**config.mk**
```make
export PLATFORM = sky130hd
export DESIGN_NAME = sram1w1r_ctrl
export DESIGN_NICKNAME = d
export VERILOG_FILES = /design/src/rtl/sram1w1r_ctrl.sv
export SDC_FILE = /design/constraint.sdc
export NUM_CORES = 1
export LEC_CHECK = 0
export BUFFER_PORTS_ARGS = -buffer_cell sky130_fd_sc_hd__buf_2
export CELL_PAD_IN_SITES_DETAIL_PLACEMENT = 1
export CELL_PAD_IN_SITES_GLOBAL_PLACEMENT = 2
export CORE_MARGIN = 2
export CORE_UTILIZATION = 14
export CTS_CLUSTER_DIAMETER = 100
export DETAILED_ROUTE_END_ITERATION = 12
export PLACE_DENSITY_LB_ADDON = 0.1
export SYNTH_ARGS = -nofsm -noshare
export SYNTH_HDL_FRONTEND = slang
export SYNTH_SLANG_ARGS = --single-unit
```
**constraint.sdc**
```tcl
create_clock -name clk -period 4.4 [get_ports clk]
set_input_delay 0.88 -clock clk [delete_from_list [all_inputs] [get_ports clk]]
set_output_delay 0.88 -clock clk [all_outputs]
set_load 0.01 [all_outputs]
```
**src/rtl/sram1w1r_ctrl.sv**
```systemverilog
// ---------------------------------------------------------------------------
// sram1w1r_ctrl
//   Controller for one 1-write/1-read SRAM. After reset or flush it sweeps
//   CLEAR_VALUE into every set. It then arbitrates the single read port
//   round-robin among NUM_REQ requesters and passes one writer straight
//   through to the write port.
//
//   state | meaning
//   ------+---------------------------------------------------------------
//   CLEAR | sweep CLEAR_VALUE into sets 0..SETS_NUM-1, clients held off
//   RUN   | SRAM usable: RR read arbitration, write pass-through
//
// Ports
//   clk, reset_n                      clock, async active-low reset
//   flush_req                         pulse, re-runs the clear sweep from RUN
//   init_done                         1 while in RUN
//   rd_req_valid/addr/ready           per-requester read request, one-hot grant
//   rd_resp_valid/id/data             read response, one cycle after the grant
//   wr_valid/addr/data/ready          write client
//   sram_read_*, sram_write_*         direct connection to the SRAM macro
// ---------------------------------------------------------------------------
module sram1w1r_ctrl #(
   parameter int                    SETS_NUM    = 16,
   parameter int                    DATA_WIDTH  = 32,
   parameter int                    NUM_REQ     = 4,
   parameter logic [DATA_WIDTH-1:0] CLEAR_VALUE = '0,
   localparam int                   AW          = $clog2(SETS_NUM),
   localparam int                   IW          = $clog2(NUM_REQ)
) (
   input  logic                         clk,
   input  logic                         reset_n,
   input  logic                         flush_req,
   output logic                         init_done,
   input  logic [NUM_REQ-1:0]           rd_req_valid,
   input  logic [NUM_REQ-1:0][AW-1:0]   rd_req_addr,
   output logic [NUM_REQ-1:0]           rd_req_ready,
   output logic                         rd_resp_valid,
   output logic [IW-1:0]                rd_resp_id,
   output logic [DATA_WIDTH-1:0]        rd_resp_data,
   input  logic                         wr_valid,
   input  logic [AW-1:0]                wr_addr,
   input  logic [DATA_WIDTH-1:0]        wr_data,
   output logic                         wr_ready,
   output logic                         sram_read_en,
   output logic [AW-1:0]                sram_read_addr,
   input  logic [DATA_WIDTH-1:0]        sram_read_data,
   output logic                         sram_write_en,
   output logic [AW-1:0]                sram_write_addr,
   output logic [DATA_WIDTH-1:0]        sram_write_data
);

   typedef enum logic {ST_CLEAR = 1'b0, ST_RUN = 1'b1} state_t;

   state_t          r_state;
   logic [AW-1:0]   r_clr_cnt;
   logic [IW-1:0]   r_rr_ptr;
   logic            r_init_done;
   logic            r_resp_valid;
   logic [IW-1:0]   r_resp_id;

   logic            w_run;
   logic            w_gnt_found;
   logic [IW-1:0]   w_gnt_idx;
   logic            w_grant;
   logic [IW-1:0]   w_rr_next;

   assign w_run = (r_state == ST_RUN);

   // Search upward from the round-robin pointer, wrapping at NUM_REQ.
   always_comb begin : p_arb
      int v;
      v           = 0;
      w_gnt_found = 1'b0;
      w_gnt_idx   = '0;
      for (int k = 0; k < NUM_REQ; k++) begin
         v = int'(r_rr_ptr) + k;
         if (v >= NUM_REQ) v = v - NUM_REQ;
         if (!w_gnt_found && rd_req_valid[IW'(v)]) begin
            w_gnt_found = 1'b1;
            w_gnt_idx   = IW'(v);
         end
      end
   end

   assign w_grant   = w_run && w_gnt_found;
   assign w_rr_next = (w_gnt_idx == IW'(NUM_REQ - 1)) ? '0 : w_gnt_idx + 1'b1;

   assign rd_req_ready   = w_grant ? (NUM_REQ'(1) << w_gnt_idx) : '0;
   assign sram_read_en   = w_grant;
   assign sram_read_addr = rd_req_addr[w_gnt_idx];

   assign wr_ready        = w_run;
   assign sram_write_en   = w_run ? wr_valid : 1'b1;
   assign sram_write_addr = w_run ? wr_addr  : r_clr_cnt;
   assign sram_write_data = w_run ? wr_data  : CLEAR_VALUE;

   assign init_done     = r_init_done;
   assign rd_resp_valid = r_resp_valid;
   assign rd_resp_id    = r_resp_id;
   assign rd_resp_data  = sram_read_data;

   always_ff @(posedge clk or negedge reset_n) begin
      if (!reset_n) begin
         r_state      <= ST_CLEAR;
         r_clr_cnt    <= '0;
         r_rr_ptr     <= '0;
         r_init_done  <= 1'b0;
         r_resp_valid <= 1'b0;
         r_resp_id    <= '0;
      end else begin
         r_resp_valid <= w_grant;
         if (w_grant) begin
            r_resp_id <= w_gnt_idx;
            r_rr_ptr  <= w_rr_next;
         end
         case (r_state)
            ST_CLEAR: begin
               // flush_req is deliberately ignored here: the sweep never restarts.
               if (r_clr_cnt == AW'(SETS_NUM - 1)) begin
                  r_clr_cnt   <= '0;
                  r_state     <= ST_RUN;
                  r_init_done <= 1'b1;
               end else begin
                  r_clr_cnt <= r_clr_cnt + 1'b1;
               end
            end
            ST_RUN: begin
               if (flush_req) begin
                  r_state     <= ST_CLEAR;
                  r_init_done <= 1'b0;
               end
            end
            default: r_state <= ST_CLEAR;
         endcase
      end
   end

endmodule
```
Word level (Yosys, flattened, before mapping). Cells that the tools add are included. W data, S select, Z words.

Bits of input ports: 92. Word-level logic and storage cells: 76. Output and inout port bits: 83. Register bits after elaboration: 11.

Order comparisons: 9. Reduce and logical (&&, ||, !) cells: 8. Add/sub/neg operators: 9. Mux-type cells: 38. Equal/unequal tests: 4. Bitwise operators: 1. Shift-type cells: 1.

Operator list (number): $mux W32 (1); $mux W2 (9); $mux W1 (17); $lt A2 B4 Y1 const B (4); $mux W4 (4); $ge A3 B3 Y1 const B (3); $bmux W1 S2 (4); $bmux W4 S2 (1); $sub A2 B1 Y2 const B (4); $add A2 B2 Y3 const B (2); $add A4 B1 Y4 const B (1); $eq A4 B4 Y1 const B (1); $logic_and A1 B1 Y1 (4); $ne A2 B2 Y1 const B (2); $pmux W1 S2 (2); $shl A1 B2 Y4 const A (1); $add A2 B1 Y3 const B (1); $ge A2 B3 Y1 const B (1); $logic_not A1 Y1 (3); $lt A2 B3 Y1 const B (1); $add A2 B1 Y2 const B (1); $eq A2 B2 Y1 const B (1); $reduce_and A2 Y1 (1); $not A1 Y1 (1).

Logic depth before layout (Yosys ltp). Gate-level depths: netlist of the first run.

Word-level depth: 17. Gate-level depth with buffers: 7. Mapped depth without buffers: 7.

Worst setup path after synthesis of the first run. OpenSTA, ideal clock, no wires.

Path kind: input port to output port. Start: input rd_req_valid[2]. End: output rd_req_ready[3]. Path buffers: 0. Stages on the path: 6. Arrival: 1.770 ns. Required time: 3.520 ns. Path slack: 1.750 ns. Path through: nor2b_4 -> nor3_1 -> a21oi_2 -> nor2_4 -> ha_1 -> and2_1.

Word-level cells in the longest chain between the ends: 15. Elaborated cells on any way between the ends: 29. Classes of those cells: shift: 1; mux: 21; reduce/logical: 7.

RTL lines: start: declaration (line 34) `input logic [NUM_REQ-1:0] rd_req_valid,`; $bmux W1 S2 (line 78) `if (!w_gnt_found && rd_req_valid[IW'(v)]) begin`; $mux W1 (implied by the code) (2 in a row) (line 78); $mux W1 (line 78); $logic_not A1 Y1 (line 78); $logic_and A1 B1 Y1 (line 78); $mux W1 (line 78); $logic_not A1 Y1 (line 78); $logic_and A1 B1 Y1 (line 78); $mux W1 (line 78); $logic_not A1 Y1 (line 78); $logic_and A1 B1 Y1 (line 78); $mux W2 / $mux W1 (equally long branches) (line 78); $shl A1 B2 Y4 / $logic_and A1 B1 Y1 (equally long branches) (line 88, 85); $mux W4 (*) (line 88) `assign rd_req_ready = w_grant ? (NUM_REQ'(1) << w_gnt_idx) : '0;`; end: declaration (line 36) `output logic [NUM_REQ-1:0] rd_req_ready,`.

Mark *: on every way between the ends. The rest lies on a longest branch, timed or not. The select of a mux whose other input is x is not followed.

Worst setup path after layout of the first run.
Start: input rd_req_valid[0]. End: output rd_req_ready[3].

The elaborated chain is that of the path after synthesis.

==> results of run 1 <==
worst min path at each step:
stage,end,startpoint,cells past startpoint
after floorplan,r_clr_cnt[3]$_DFFE_PN0N_,r_clr_cnt[3]$_DFFE_PN0N_,1
after global placement,rd_resp_id[0]$_DFFE_PN0P_,rd_resp_id[0]$_DFFE_PN0P_,2
after detailed placement,rd_resp_id[1]$_DFFE_PN0P_,rd_resp_id[1]$_DFFE_PN0P_,2
after CTS,rd_resp_id[1]$_DFFE_PN0P_,rd_resp_id[1]$_DFFE_PN0P_,2
after global routing,r_clr_cnt[1]$_DFFE_PN0N_,reset_n,1
final,rd_resp_id[1]$_DFFE_PN0P_,rd_resp_id[1]$_DFFE_PN0P_,2
tightest hold or removal path, cell delays in order (launching register included):
cell and delay, ns:
dfrtp_1 0.35, nand2_1 0.05, nand2_1 0.06
per-stage QoR:
step / cells / setup WS, ns / util (%) / hold slack, ns
after CTS: 332 / 1.316 / 19.82 / 0.5126
after floorplan: 147 / 1.750 / - / 0.4632
after global placement: 328 / 1.332 / 19.30 / 0.4978
after global routing: 332 / 1.224 / 19.82 / 0.5273
after detailed placement: 328 / 1.314 / 19.30 / 0.4987
final: 332 / 1.337 / 19.82 / 0.4945
per-layer routing:
layer | global-route usage (%) | up-vias | share of wire [%]
li1 | - | 600 | -
met1 | 8.508 | 559 | 38
met2 | 13.20 | 99 | 46
met3 | 3.514 | 16 | 14
met4 | 2.213 | 0 | 2.0
met5 | 0 | - | 0
placed cells by master, fill, tap and decap left out, types with 3 or more instances in the layout:
cell / instances
buf_2: 110
and2_1: 33
mux2i_1: 13
nand2_1: 11
dfrtp_1: 11
mux2_2: 4
nand2b_1: 3
nor3_1: 3
clkbuf_8: 3
power groups by stage:
stage	clock network [mW]	registers [mW]	logic [mW]
5_1_grt	0.110	0.230	0.569
3_5_place_dp	0	0.221	0.524
3_3_place_gp	0	0.221	0.536
4_1_cts	0.108	0.220	0.525
6_report	0.101	0.217	0.510
2_1_floorplan	0	0.195	0.380
state kept, by name (all words and copies together), names as in the netlist:
name / cells
rd_resp_id: 2
r_rr_ptr: 2
rd_resp_valid: 1
wr_ready: 1
r_clr_cnt: 4
init_done: 1
layout make-up:
type	count	area share, %
Tap cell	108	7.781
Clock buffer	4	2.594
Multi-Input combinational cell	95	40.99
Sequential cell	11	15.85
Timing Repair Buffer	111	32.13
Inverter	3	0.6484
cells by family after synthesis:
| logic type | after synthesis |
|---|---|
| AND/OR/NAND/NOR | 62 |
| buffers and inverters | 41 |
| multiplexers | 17 |
| AO/OA/AOI/OAI | 13 |
| flip-flops | 11 |
| adder cells (fa/ha/maj) | 2 |
| XOR/XNOR | 1 |
==> flow_summary.toml, run 1 <==
[outcome]
status = "finished clean"

[yosys]
ys_async_sr_fraction_pct = 100.0
ys.flop_type = "dfrtp_1"
syn_avg_cell_area_um2 = 8.639
synthMuxAreaShare_pct = 13.79
synth_top_family_by_area = "simple AND/OR/NAND/NOR gates"
synth_edf_count = 0
synth_fp_nets = 241
synth.ff_latch_count = 11
synth.most_common_cell = "and2_1"
yosysSeqAreaShare_pct = 21.67
netlist_area_um2 = 1270
yosysTopAreaCell = "dfrtp_1"
synth_fa_ha_area_share_pct = 1.970
synth_compound_area_share_pct = 10.25
synthSimpleGateAreaFrac_pct = 29.36
synth_top_area_share_pct = 21.67
synthTopCellsByArea = "dfrtp_1 22%, buf_4 19%, and2_1 16%"
netlist_instances = 147
synth_xor_xnor_area_share_pct = 0.6897
ys_top_cells_by_count = "33 x and2_1, 32 x buf_4, 13 x mux2i_1, 11 x dfrtp_1, 11 x nand2_1"
synth_cell_types = 35
yosysWarningCount = 0

[clock_network]
cts-buffers-inserted = 3
clk_latency_ns = 0.23
clock-sinks = 11
cts_setup_buffers = 0
htree_levels = 1
tritoncts = "built"
root_buffer = "clkbuf_8"
ctsResizeCount = 0
path_clk_slew_ns = 0.05
cts_hold_buf = 0
cts_max_path_buffers = 2

[worst_setup_path]
endpoint = "rd_req_ready[3]"
timing.critical_path.mode_cell = "buf_2"
cp.arrival_ns = 2.18
path_cells = "buf_2 > nor2b_4 > nor2_2 > a2bb2oi_4 > ha_1 > and2_1 > buf_2"
cp-start-kind = "input port"
criticalPathCategory = "in2out"
critical-path-top-delay-family = "compound AO/OA/AOI/OAI gates"
crit_cells = 7
crit_fanout = 12
worstReg2RegStart = "r_rr_ptr[0]$_DFFE_PN0P_"
worstPathRequired_ns = 3.52
cpMaxStageDelayCell = "a2bb2oi_4"
reg2reg_depth = 6
max_stage_delay_ns = 0.40
cp_num_buf_inv = 2
regToRegSetupSlack_ns = 2.62
critPathLaunch = "rd_req_valid[0]"
rr_endpoint = "r_rr_ptr[0]$_DFFE_PN0P_"
endpoint_kind = "primary output"

[floorplan]
initial_core_util_pct = 14.49
die_w_um = 99.24
core.rowCount = 34
chipHeight_um = 99.24
io_pins = 175
core_um2 = 8763
dieArea_um2 = 9849

[drt]
num_vias = 1274
drc_errors = 0
drt_iter0_drc = 11
vias_per_cell = 3.837
firstDrtPassIters = 2
wl_per_cell_um = 12.28
antenna_left = 0
wl_um = 4078

[cells_and_area]
fillers = 1076
final_nets = 319
design_area_um2 = 1737
drive_gt1_share_pct = 57.59
seq_area_um2 = 275.3
multi_input_area_um2 = 711.9
n_antenna_cell = 0
syn2layout_area_growth_pct = 36.75

[hold_path]
hp-class = "reg2reg"

[pwr]
finalPower_mw = 0.8273
leakagePower_nw = 0.9868
switching_power_mw = 0.3623
peakVddDrop_mv = 0.1227
swShare_pct = 43.79
pwr_density_cell_nw_per_um2 = 476.3
combPwrFrac_pct = 61.6
seqPwrFrac_pct = 26.2
p_int_mw = 0.4650
power.clock.fraction_pct = 12.2

[grt]
grt_overflow = 0
antenna_found_initial = 0
grt_pass1_vias = 1276
grt_util_all_layers_pct = 7.672
grt_max_degree = 28
grt_pass1_wl_um = 6251

[flow_run]
max_cap_violations = 0

[timing]
slew_viol_final = 0
max_slew_margin_pct = 44.00
fin_crit_ns = 3.063
finalHoldViolations = 0
fmaxAchievable_ghz = 0.3264
tightest_slew_ns = 0.8401
grt_setup_unrepaired = "false"
setup_viol = 0
timing.final.crit_share_pct = 69.62
timing.setup.tns_ns = 0
clock-skew-final_ns = 0.002506

[placed_design]
place.gp.congestion = 0.6751
place_hpwl_um = 3461
placed_cell_area_um2 = 1692
portBuffers = 110
No activity file was read; power rests on OpenSTA's default activity.
==> run 2, diff against run 1 <==
- ABC_AREA: unset -> 1
- CORE_UTILIZATION: 14 -> 13
- clock period: 4.4 -> 2.6 ns (I/O delays scaled with it)
==> flow_summary.toml, run 2 <==
[yosys]
synth.most_common_cell = "nand2_1"
netlist_instances = 266
syn_avg_cell_area_um2 = 5.889
synth.ff_latch_count = 11
synth_edf_count = 0
ys.flop_type = "dfrtp_1"
yosysSeqAreaShare_pct = 17.57
yosysTopAreaCell = "nand2_1"
synth_fp_nets = 360
netlist_area_um2 = 1567
synth_top_area_share_pct = 22.28
synth_cell_types = 26
yosysWarningCount = 0
synthTopCellsByArea = "nand2_1 22%, dfrtp_1 18%, buf_4 15%"
ys_top_cells_by_count = "93 x nand2_1, 55 x inv_1, 32 x buf_4, 13 x nand2_2"
ys_async_sr_fraction_pct = 100.0

[cells_and_area]
final_nets = 447
seq_area_um2 = 275.3
multi_input_area_um2 = 792.0
syn2layout_area_growth_pct = 41.69
drive_gt1_share_pct = 44.32
top_register = "r_clr_cnt"
largest_reg_flops = 4
mostFrequentLayoutCell = "buf_2"
n_antenna_cell = 0
mostFrequentLayoutCells = "110 x buf_2, 92 x nand2_1, 55 x inv_1"
fin_util_pct = 18.71
fillers = 1523

[timing]
fin_ws_ns = 0.1254
tightest_slew_ns = 0.3098
fmaxAchievable_ghz = 0.4041
clock-skew-final_ns = 0.005142
max_slew_margin_pct = 79.25
slew_viol_final = 0
grt_setup_unrepaired = "true"
setup_viol = 0
fin_crit_ns = 2.475
timing.final.crit_share_pct = 95.18
finalHoldViolations = 0

[worst_setup_path]
worstPathRequired_ns = 2.08
path_cells = "buf_12 > inv_8 > nand2_2 > nand3_1 > inv_1 > a31oi_1 > nand3_4 > ha_1 > inv_1 > nor2_1 > buf_2"
timing.critical_path.mode_cell = "inv_1"
cpMaxStageDelayCell = "dfrtp_1"
criticalPathCategory = "reg2out"
crit_fanout = 10
max_stage_delay_ns = 0.39
critical-path-top-delay-family = "buffers and inverters"
endpoint_kind = "primary output"
cp-start-kind = "flop"
cp_num_buf_inv = 5
cp.arrival_ns = 1.95

[placed_design]
place_ws_ns = 0.2398
place.gp.congestion = 0.7181
portBuffers = 110
place_hpwl_um = 4636

[grt]
gr-usage-met2_pct = 13.61
grt_pass1_vias = 1718
grt-busiest-layer = "met2"
met3_usage_pct = 1.913
grtUsageMet1_pct = 11.22
grt_max_degree = 31
antenna_found_initial = 0
grt_util_all_layers_pct = 8.238
grt_pass1_wl_um = 8728
grt_overflow = 0

[floorplan]
core.rowCount = 40
chipHeight_um = 113.8
initial_core_util_pct = 13.21
io_pins = 175
core_um2 = 11860
dieArea_um2 = 12940
die_w_um = 113.8

[pwr]
leakagePower_nw = 1.532
pwr_density_cell_nw_per_um2 = 1228
peakVddDrop_mv = 0.3690

[clock_network]
tritoncts = "built"
cts_hold_buf = 0
cts-buffers-inserted = 3
path_clk_slew_ns = 0.04
clock-sinks = 11
root_buffer = "clkbuf_16"
cts_max_path_buffers = 2
htree_levels = 1
clk_latency_ns = 0.24

[drt]
wl_per_cell_um = 10.99
antenna_left = 0
num_vias = 1785
firstDrtPassIters = 4
drc_errors = 0
vias_per_cell = 3.577
drt_iter0_drc = 59
wl_um = 5486

[outcome]
status = "finished clean"

[flow_run]
max_cap_violations = 0

[hold_path]
hp-class = "in2async"
## run 2: cell types whose count changed in the layout (fill, tap and decap cells not counted), moves of 10 or more
cell,delta
nand3_1,+10
mux2i_1,-13
nand2_1,+81
inv_1,+53
and2_1,-33
nand2_2,+13
## run 2: layout make-up
class	instances	share of cell area (%)
multi-input combinational	156	35.68
tap	147	8.286
clock buffer	4	3.551
inverter	61	10.77
timing repair buffer	120	29.31
sequential	11	12.40
## run 2: repair_timing
action | 4_1_cts | 5_1_grt
setup buffers | 0 | 1
resized for setup | 0 | 2
setup endpoints to repair | 0 | 6
## run 2: layer usage
| layer | up-vias | wire (um) |
|---|---|---|
| met5 | - | 0 |
| met1 | 792 | 2481 |
| met3 | 8 | 376 |
| met2 | 59 | 2609 |
| li1 | 926 | - |
| met4 | 0 | 19 |
## run 2: kinds of logic after synthesis
logic type | after synthesis | share of synthesized area, %
buf+inv | 99 | 32.51
compound gates | 9 | 2.955
fa+ha+maj | 2 | 1.597
simple gates | 145 | 45.37
flops | 11 | 17.57
## run 2: power breakdown
group | switching [mW] | total, mW | internal, mW
combinational | 1.29 | 2.12 | 0.835
clock | 0.0762 | 0.282 | 0.206
sequential | 0.0676 | 0.323 | 0.255
total | 1.43 | 2.73 | 1.30
## run 2: path summary, 6_finish.rpt
kind	end	startpoint	slack, ns	depth (start not counted)
worst max-delay path	rd_req_ready[3]	r_rr_ptr[0]$_DFFE_PN0P_	0.13	11
worst min-delay path	init_done$_DFFE_PN0P_	reset_n	0.15	1
worst max register to register	r_rr_ptr[1]$_DFFE_PN0P_	r_rr_ptr[0]$_DFFE_PN0P_	0.76	10
worst min register to register	rd_resp_id[0]$_DFFE_PN0P_	rd_resp_id[0]$_DFFE_PN0P_	0.48	2
max in group asynchronous	rd_resp_id[1]$_DFFE_PN0P_	reset_n	2.23	1
min in group clk	rd_resp_id[0]$_DFFE_PN0P_	rd_resp_id[0]$_DFFE_PN0P_	0.48	2
## run 2: stage by stage
stage	TNS, ns	total power, mW	cells	hold WS (ns)	cell area, um^2
final	0	2.726	499	0.1531	2220
after global routing	-0.1173	3.056	499	0.1691	2220
after CTS	0	2.779	498	0.1680	2202
after detailed placement	0	2.484	494	0.4236	2123
after global placement	0	2.492	494	0.4244	2123
after floorplan	0	1.664	266	0.2244	1567
